## config.mk

```make
export PLATFORM = sky130hd
export DESIGN_NAME = mod_sbox_sched
export DESIGN_NICKNAME = d
export VERILOG_FILES = /design/src/rtl/sbox_sched_pkg.sv /design/src/rtl/mod_lat_pipe.sv /design/src/rtl/mod_sbox_sched.sv
export SDC_FILE = /design/constraint.sdc
export NUM_CORES = 1
export LEC_CHECK = 0
export BUFFER_PORTS_ARGS = -buffer_cell sky130_fd_sc_hd__buf_2
export CAP_MARGIN = 20
export CORE_MARGIN = 4
export CORE_UTILIZATION = 25
export CTS_BUF_LIST = sky130_fd_sc_hd__clkbuf_8
export DETAILED_ROUTE_END_ITERATION = 6
export SYNTH_ARGS = -nofsm -noshare
export SYNTH_HDL_FRONTEND = slang
export SYNTH_SLANG_ARGS = --single-unit
```

## constraint.sdc

```tcl
create_clock -name clk -period 2.3 [get_ports clk]
set_input_delay 0.46 -clock clk [delete_from_list [all_inputs] [get_ports clk]]
set_output_delay 0.46 -clock clk [all_outputs]
set_load 0.02 [all_outputs]
```

## src/rtl/sbox_sched_pkg.sv

```systemverilog
// Shared types and constants for the S-box ROM sequencer.
package sbox_sched_pkg;

    // Sequencer states.
    typedef enum logic [1:0] {
        IDLE  = 2'd0,
        ISSUE = 2'd1,
        DRAIN = 2'd2,
        DONE  = 2'd3
    } state_e;

    // Which requester owns the job currently in flight.
    typedef enum logic {
        OWN_ST = 1'b0,
        OWN_KW = 1'b1
    } owner_e;

    // Byte counters are 5 bits so that a count of 16 is representable.
    localparam int CNT_W = 5;
    // Byte index carried down the return pipeline (0..15).
    localparam int IDX_W = 4;

    localparam logic [CNT_W-1:0] LEN_ST = 5'd16;
    localparam logic [CNT_W-1:0] LEN_KW = 5'd4;

    // Job length in bytes for a given owner.
    function automatic logic [CNT_W-1:0] job_len(input owner_e own);
        return (own == OWN_ST) ? LEN_ST : LEN_KW;
    endfunction

endpackage

```

## src/rtl/mod_lat_pipe.sv

```systemverilog
// Return-tracking shift register: follows each ROM read for LAT cycles so the
// returning byte can be written back to the index it was read from.
module mod_lat_pipe #(
    parameter int LAT   = 1,
    parameter int IDX_W = 4
) (
    input  logic             clk,
    input  logic             resetn,
    input  logic             in_valid,
    input  logic [IDX_W-1:0] in_idx,
    output logic             out_valid,
    output logic [IDX_W-1:0] out_idx
);

    logic [LAT-1:0]            valid_q, valid_d;
    logic [LAT-1:0][IDX_W-1:0] idx_q, idx_d;

    // Shift every stage one slot towards the output; stage 0 takes the new read.
    always_comb begin
        valid_d    = '0;
        idx_d      = '0;
        valid_d[0] = in_valid;
        idx_d[0]   = in_idx;
        for (int i = 1; i < LAT; i++) begin
            valid_d[i] = valid_q[i-1];
            idx_d[i]   = idx_q[i-1];
        end
    end

    // Stage registers; clearing the valids drops any read still in flight.
    always_ff @(posedge clk or negedge resetn) begin
        if (!resetn) begin
            valid_q <= '0;
            idx_q   <= '0;
        end else begin
            valid_q <= valid_d;
            idx_q   <= idx_d;
        end
    end

    assign out_valid = valid_q[LAT-1];
    assign out_idx   = idx_q[LAT-1];

endmodule

```

## src/rtl/mod_sbox_sched.sv

```systemverilog
// Arbiter and byte sequencer for the shared S-box ROM. Accepts 16-byte state
// jobs and 4-byte key-word jobs, streams each byte to the ROM, reassembles the
// substituted bytes in place and holds the result until acknowledged.
// ROM_LAT must lie in 1..4.
module mod_sbox_sched
    import sbox_sched_pkg::*;
#(
    parameter int ROM_LAT = 1
) (
    input  logic             clk,
    input  logic             resetn,
    input  logic             st_valid,
    output logic             st_ready,
    input  logic [15:0][7:0] st_data,
    input  logic             kw_valid,
    output logic             kw_ready,
    input  logic [3:0][7:0]  kw_data,
    output logic             rom_req,
    output logic [7:0]       rom_addr,
    input  logic [7:0]       rom_data,
    output logic             st_res_valid,
    input  logic             st_res_ready,
    output logic             kw_res_valid,
    input  logic             kw_res_ready,
    output logic [15:0][7:0] res_data,
    output logic             busy
);

    state_e           state_q, state_d;
    owner_e           owner_q, owner_d;
    owner_e           last_grant_q, last_grant_d;
    logic [CNT_W-1:0] len_q, len_d;
    logic [CNT_W-1:0] n_iss_q, n_iss_d;
    logic [CNT_W-1:0] n_ret_q, n_ret_d;
    logic [15:0][7:0] buf_q, buf_d;

    logic             grant_st;
    logic             grant_kw;
    logic             issue_en;
    logic             owner_ack;
    logic             ret_valid;
    logic [IDX_W-1:0] ret_idx;

    // Arbiter: a lone requester wins; on a tie the one not granted last wins.
    always_comb begin
        grant_st = st_valid && (!kw_valid || (last_grant_q == OWN_KW));
        grant_kw = kw_valid && (!st_valid || (last_grant_q == OWN_ST));
    end

    assign issue_en  = (state_q == ISSUE);
    assign owner_ack = (owner_q == OWN_ST) ? st_res_ready : kw_res_ready;

    mod_lat_pipe #(
        .LAT   (ROM_LAT),
        .IDX_W (IDX_W)
    ) u_lat_pipe (
        .clk       (clk),
        .resetn    (resetn),
        .in_valid  (issue_en),
        .in_idx    (n_iss_q[IDX_W-1:0]),
        .out_valid (ret_valid),
        .out_idx   (ret_idx)
    );

    // Next-state logic: job accept, byte issue, return write-back and release.
    always_comb begin
        state_d      = state_q;
        owner_d      = owner_q;
        last_grant_d = last_grant_q;
        len_d        = len_q;
        n_iss_d      = n_iss_q;
        n_ret_d      = n_ret_q;
        buf_d        = buf_q;
        st_ready     = 1'b0;
        kw_ready     = 1'b0;

        // Returning bytes overwrite their source byte. Returns always lag the
        // issue pointer, so the byte being read this cycle is never clobbered.
        if (ret_valid) begin
            buf_d[ret_idx] = rom_data;
            n_ret_d        = n_ret_q + 5'd1;
        end

        case (state_q)
            IDLE: begin
                if (grant_st) begin
                    st_ready     = 1'b1;
                    buf_d        = st_data;
                    owner_d      = OWN_ST;
                    len_d        = job_len(OWN_ST);
                    last_grant_d = OWN_ST;
                    n_iss_d      = '0;
                    n_ret_d      = '0;
                    state_d      = ISSUE;
                end else if (grant_kw) begin
                    kw_ready     = 1'b1;
                    buf_d        = '0;
                    buf_d[3:0]   = kw_data;
                    owner_d      = OWN_KW;
                    len_d        = job_len(OWN_KW);
                    last_grant_d = OWN_KW;
                    n_iss_d      = '0;
                    n_ret_d      = '0;
                    state_d      = ISSUE;
                end
            end
            ISSUE: begin
                n_iss_d = n_iss_q + 5'd1;
                if (n_iss_q == (len_q - 5'd1)) begin
                    state_d = DRAIN;
                end
            end
            DRAIN: begin
                // Use the updated count so DONE starts right after the last capture.
                if (n_ret_d == len_q) begin
                    state_d = DONE;
                end
            end
            DONE: begin
                if (owner_ack) begin
                    state_d = IDLE;
                end
            end
            default: begin
                state_d = IDLE;
            end
        endcase
    end

    // State, counter and buffer registers; reset abandons any job in progress.
    always_ff @(posedge clk or negedge resetn) begin
        if (!resetn) begin
            state_q      <= IDLE;
            owner_q      <= OWN_ST;
            last_grant_q <= OWN_KW;
            len_q        <= '0;
            n_iss_q      <= '0;
            n_ret_q      <= '0;
            buf_q        <= '0;
        end else begin
            state_q      <= state_d;
            owner_q      <= owner_d;
            last_grant_q <= last_grant_d;
            len_q        <= len_d;
            n_iss_q      <= n_iss_d;
            n_ret_q      <= n_ret_d;
            buf_q        <= buf_d;
        end
    end

    // Registered-state outputs: ROM strobe, result handshakes and status.
    always_comb begin
        rom_req      = issue_en;
        rom_addr     = issue_en ? buf_q[n_iss_q[IDX_W-1:0]] : 8'h00;
        st_res_valid = (state_q == DONE) && (owner_q == OWN_ST);
        kw_res_valid = (state_q == DONE) && (owner_q == OWN_KW);
        res_data     = buf_q;
        busy         = (state_q != IDLE);
    end

endmodule
```

==> impl_results.md, run 1 <==
* Initial Util at 25.6%
* Power Total at 16.6 mW
* Peak supply drop at 0.653 mV
* Yosys cell types at 49
* Design area at 11600 um^2
* Diode count at 0
* Syn. warnings at 0
* Maxcap violations at 0
* Flops & latches, synth at 148
* Worst Setup End Kind: output port
* Synth Area per Inst at 10.7 um^2
* Synth async-reset ratio at 100%
* Starting DRT DRC Count at 460
* Tot GR Track Use at 20.1%
* CP Launch Type: register
* Die Ht at 192 um
* RSZ-0062 raised after global routing: yes
* Status: finished, violations left
* Cell Pwr Density at 1430 nW/um^2
* Complex-gate fraction of the synthesized area at 12.9%
* Initial antenna violation count at 1
* CP required at 1.84 ns
* Area grow syn2layout at 37.7%
* Failing checks: negative setup slack
* Synth Area in XOR/XNOR at 1.29%
* Final std cells w/o fill at 1600
* Post-synthesis mux area share at 26.1%
* Post-route setup slack at -0.717 ns
* Fill cells at 3427
* Final period utilization at 131%
* Final setup vio count at 8
* CTS tree: yes
* Syn Inst Count at 785
* Clock root cell: clkbuf_8
* DR vias/cell at 4.95
* Cell family with most CP delay: multiplexers
* Placed insts at 1556
* Worst Path Max Fanout at 17
* CTS Buffer Depth at 2
* Port buffer count at 315
* Mapped cell area at 8430 um^2
* Cell Area, Placed at 11000 um^2
* GP Congestion at 0.862
* Overflow after GRT at 0
* Worst-Skew Late Latency at 0.48 ns
* Final Hold Fails at 0
* Fin Clk Skew at 0.0147 ns
* Largest stage delay, worst path at 0.63 ns
* Crit-path cells: buf_12, mux4_1, mux4_2, and2_4, buf_2
* Met3 wire len at 2.81 mm
* Die W at 192 um
* Vias in the first global route at 8071
* Top Ports at 316
* DR pass1 iterations at 4
* Hold WC Path Type: input pin to register
* Seq/Total Area, Yosys at 44.0%
* Worst slew margin at 52.1%
* DR vias at 7921
* Most common cell after layout, fill and taps aside: buf_2
* # rows at 66
* Metal1 wirelength at 16.9 mm
* Met2 routed WL at 16.7 mm
* Layout cells sized above 1 at 43.0%
* Worst Hold Slack at 0.177 ns
* Worst-path clk slew at 0.09 ns
* Commonest non-fill, non-tap cells in the layout: 310 x buf_2, 145 x dfrtp_1, 122 x mux2i_1
* Worst-margin pin slew at 0.719 ns
* Sink Count at 148
* CTS buffer count at 17
* Crit Path Class: register to output port
* Max layer used: met5
* Post-DRT Antenna Nets at 0
* WP buf/inv at 2
* Syn_nets at 965
* Slew Limit Fails at 0
* Largest net degree at the start of global routing at 91
* Leakage at 5.62 nW
* CP arrival at 2.56 ns
* FMAX at 331 MHz
* Final net count at 1326
* Drc violations at 0
* Core area at 32900 um^2
* Final Critical Period at 3.02 ns
* Wirelength, routed at 37.6 mm
* Simple-gate area share of the yosys netlist at 11.1%
* DP HPWL at 29.0 mm
* Number of synthesized flops with an enable pin at 0
* Slowest cell on the critical path: mux4_1
* Global-route wire length before repair at 53.8 mm
* Full die area at 36700 um^2
* Routed WL per cell at 23.5 um
* Layout Utilization at 35.3%
* Largest family of logic cells by synthesized area: multiplexers
* Main synth FF type: dfrtp_1
* CTS H-Tree Depth at 4
* Area share of fa/ha/maj cells after synthesis at 0.891%
[state kept, by name (all words and copies together) (netlist names)]
register / count
state_q: 2
last_grant_q: 1
u_lat_pipe.out_valid: 1
u_lat_pipe.out_idx: 4
n_ret_q: 5
n_iss_q: 5
len_q: 2
res_data: 128
[what timing repair did]
item                       CTS  global route
setup buffers               10             2
hold buffers                 1             0
resized for setup           13             6
setup endpoints to repair   10            11
hold endpoints to repair    14             0
[worst min-delay path, delay by kind of cell]
kind                   cells  cell delay, ns
buffers and inverters      1            0.07
AOI/OAI and AO/OA          1            0.06
and+or+nand+nor            1            0.03
[kinds of logic after synthesis]
| kind of cell | Yosys count |
|---|---|
| AO/OA/AOI/OAI | 178 |
| XOR/XNOR | 9 |
| adder cells (fa/ha/maj) | 6 |
| buffers and inverters | 69 |
| flip-flops | 148 |
| multiplexers | 165 |
| AND/OR/NAND/NOR | 210 |
[final cells by class]
class / instances / area [um^2] / share of cell area (%)
clock inverters: 12 / 153 / 1.32
well taps: 442 / 553 / 4.76
flip-flops and latches: 148 / 3710 / 31.9
multi-input cells: 568 / 4450 / 38.3
inverters: 7 / 26.3 / 0.226
repair buffers: 404 / 2460 / 21.2
clock buffers: 19 / 262 / 2.25
[metal layers]
layer | track usage, % | up-vias
li1 | - | 3570
met1 | 27.9 | 3935
met2 | 30.4 | 368
met3 | 5.07 | 46
met4 | 7.29 | 2
met5 | 0 | -
[metrics by stage]
step	TNS, ns	setup WS (ns)
after detailed placement	-1.37	-0.226
after floorplan	0	0.00129
after global placement	-1.22	-0.209
final	-5.22	-0.717
after global routing	-6.05	-0.818
after CTS	-5.62	-0.758
[cells in the mapped netlist (all sizes together), types with 2 or more instances]
cell	count	area share (%)
a311oi	6	0.62
mux4	40	11
and2	9	0.67
nand4	3	0.22
ha	6	0.89
nand3	10	0.65
o22ai	2	0.15
nand2b	7	0.52
xor3	2	0.56
xnor2	2	0.21
o21ai	103	6.1
clkbuf	38	1.7
buf	24	1.8
nor2	48	2.3
dfrtp	147	44
nand2	121	5.4
mux2i	122	14
a21oi	3	0.18
inv	7	0.31
a21o	32	2.9
xor2	5	0.52
a211oi	25	2.2
mux2	3	0.40
nor3	6	0.82
[final timing paths]
check,slack (ns),startpoint,depth (start not counted),to
worst max-delay path,-0.72,n_iss_q[0]$_DFFE_PN0P_,5,rom_addr[5]
max in group asynchronous,1.29,resetn,3,res_data[83]$_DFF_PN0_
worst max register to register,0.11,n_iss_q[0]$_DFFE_PN0P_,8,state_q[1]$_DFFE_PN0P_
worst min register to register,0.57,n_ret_q[4]$_DFF_PN0_,2,n_ret_q[4]$_DFF_PN0_
min in group asynchronous,0.40,resetn,2,len_q[2]$_DFFE_PN0P_
worst min-delay path,0.18,st_data[41],3,res_data[41]$_DFF_PN0_
[where the power goes]
part           internal [mW]  total, mW  switching (mW)
Clock                   1.12       2.23            1.10
Combinational           4.12       9.27            5.14
Sequential              3.77       5.07            1.30
Total                   9.02       16.6            7.55
Note: power is estimated with default switching activity, not from simulation.
==> run 2, diff against run 1 <==
--- a/config.mk
+++ b/config.mk
@@ -9,8 +9,9 @@
 export CAP_MARGIN = 20
 export CORE_MARGIN = 4
 export CORE_UTILIZATION = 25
-export CTS_BUF_LIST = sky130_fd_sc_hd__clkbuf_8
+export CTS_BUF_LIST = sky130_fd_sc_hd__clkbuf_2
 export DETAILED_ROUTE_END_ITERATION = 6
+export REMOVE_ABC_BUFFERS = 1
 export SYNTH_ARGS = -nofsm -noshare
 export SYNTH_HDL_FRONTEND = slang
 export SYNTH_SLANG_ARGS = --single-unit
==> impl_results.md, run 2 (same netlist as run 1, synthesis figures left out) <==
* Status: finished, violations left
* Failing checks: negative setup slack
* Post-DRT Antenna Nets at 0
* Top Ports at 316
* CTS tree: yes
* Slew Limit Fails at 0
* Worst-margin pin slew at 0.551 ns
* Largest stage delay, worst path at 0.62 ns
* Slowest cell on the critical path: mux4_4
* Full die area at 36700 um^2
* CP dominant cell by count: buf_6
* Starting DRT DRC Count at 460
* Initial antenna violation count at 1
* Overflow after GRT at 0
* Crit Path Class: register to output port
* DR pass1 iterations at 5
* Reg-to-reg setup timing slack at 0.07 ns
* CTS Buffer Depth at 2
* Leakage at 6.18 nW
* Worst-path clk slew at 0.24 ns
* Most common cell after layout, fill and taps aside: buf_2
* Psw at 7.56 mW
* Cell family with most CP delay: multiplexers
* CP Launch Type: register
* Clock root cell: clkbuf_2
* Worst slew margin at 62.9%
* Crit-path cells: buf_6, buf_12, mux4_4, mux4_2, and2_4, buf_6
* Final Hold Fails at 0
* Sink Count at 148
* Post-route setup slack at -1.01 ns
* Final setup vio count at 14
* # rows at 66
* Port buffer count at 315
* Worst-Skew Late Latency at 0.80 ns
* Die Ht at 192 um
* Worst Path Max Fanout at 6
* CTS buffer count at 17
* Sw frac at 46.3%
* GP Congestion at 0.819
* Reg power frac at 30.9%
* DR vias/cell at 4.94
* Max reg flops at 128
* CP arrival at 2.85 ns
* Routed WL per cell at 22.2 um
* Setup TNS Final at -8.26 ns
* Final std cells w/o fill at 1748
* Clk pwr share at 9.7%
* Drc violations at 0
* Commonest non-fill, non-tap cells in the layout: 301 x buf_2, 156 x dlygate4sd3_1, 145 x dfrtp_1
* Core area at 32900 um^2
* Maxcap violations at 0
* Area grow syn2layout at 55.7%
* Final Critical Period at 3.31 ns
* Hold WC Path Type: input pin to register
* Comb power frac at 59.4%
* Fill cells at 3242
* DR vias at 8636
* Initial Util at 25.6%
* Cell Pwr Density at 1240 nW/um^2
* Peak supply drop at 0.518 mV
* Worst Setup End Kind: output port
* DP HPWL at 26.9 mm
* CP required at 1.84 ns
* Internal power at 8.75 mW
* Layout cells sized above 1 at 38.7%
* Placed insts at 1537
* Pre-CTS setup slack at -0.251 ns
* Wirelength, routed at 38.9 mm
* WP buf/inv at 3
* Fin Clk Skew at 0.0455 ns
* Final net count at 1471
* Global-route wire length before repair at 56.5 mm
* Tot GR Track Use at 20.6%
* Final period utilization at 144%
* RSZ-0062 raised after global routing: yes
* CTS H-Tree Depth at 4
* FMAX at 302 MHz
* Vias in the first global route at 8971
* Largest net degree at the start of global routing at 59
* Die W at 192 um
==> run 2: final timing paths <==
| kind | start | end | depth (start not counted) |
|---|---|---|---|
| max in group asynchronous | resetn | res_data[45]$_DFF_PN0_ | 3 |
| min | kw_data[28] | res_data[28]$_DFF_PN0_ | 4 |
| max | n_iss_q[0]$_DFFE_PN0P_ | rom_addr[7] | 6 |
| max reg2reg | state_q[0]$_DFFE_PN0P_ | state_q[1]$_DFFE_PN0P_ | 9 |
| min in group asynchronous | resetn | res_data[60]$_DFF_PN0_ | 2 |
| min reg2reg | n_ret_q[4]$_DFF_PN0_ | n_ret_q[4]$_DFF_PN0_ | 2 |
==> run 2: per-stage QoR <==
stage	total power, mW	instance area [um^2]	util, %	hold WS, ns
after detailed placement	13.6	10900	33.2	0.420
after floorplan	9.90	8140	-	0.164
after global placement	13.5	10900	33.2	0.427
after global routing	17.3	13100	39.9	0.0171
final	16.3	13100	39.9	0.128
after CTS	16.2	13000	39.6	0.00372
==> run 2: worst min-delay path, cell delays in order <==
cell	delay, ns
buf_2	0.10
nor2_1	0.09
a211oi_1	0.05
a21o_1	0.17
==> run 2: what timing repair did <==
item,4_1_cts,5_1_grt
cloned,2,1
hold endpoints to repair,275,0
endpoints found under the setup margin,14,15
setup buffers,16,4
pin swaps,3,8
hold buffers,156,0
resized for setup,59,26
==> run 2: cell type report <==
type / count / area [um^2] / share of cell area (%)
Clock buffer: 19 / 95.1 / 0.725
Timing Repair Buffer: 549 / 4090 / 31.2
Antenna cell: 2 / 5.00 / 0.0381
Sequential cell: 148 / 3710 / 28.3
Inverter: 7 / 33.8 / 0.258
Clock inverter: 13 / 133 / 1.01
Tap cell: 442 / 553 / 4.22
Multi-Input combinational cell: 568 / 4500 / 34.3
==> run 2: per-layer routing <==
| metal | up-vias | GRT usage, % | wire [um] |
|---|---|---|---|
| li1 | 3865 | - | - |
| met1 | 4330 | 26.9 | 16700 |
| met2 | 372 | 34.1 | 18700 |
| met3 | 69 | 4.34 | 2450 |
| met4 | 0 | 7.15 | 1040 |
| met5 | - | 0 | 0 |
==> run 2: power by group through the flow <==
stage | Clock [mW] | Sequential (mW) | Combinational, mW
after floorplan | 0 | 6.04 | 3.86
after global placement | 0 | 5.12 | 8.38
after detailed placement | 0 | 5.08 | 8.52
after CTS | 1.66 | 5.03 | 9.48
after global routing | 1.77 | 5.19 | 10.4
final | 1.58 | 5.05 | 9.68
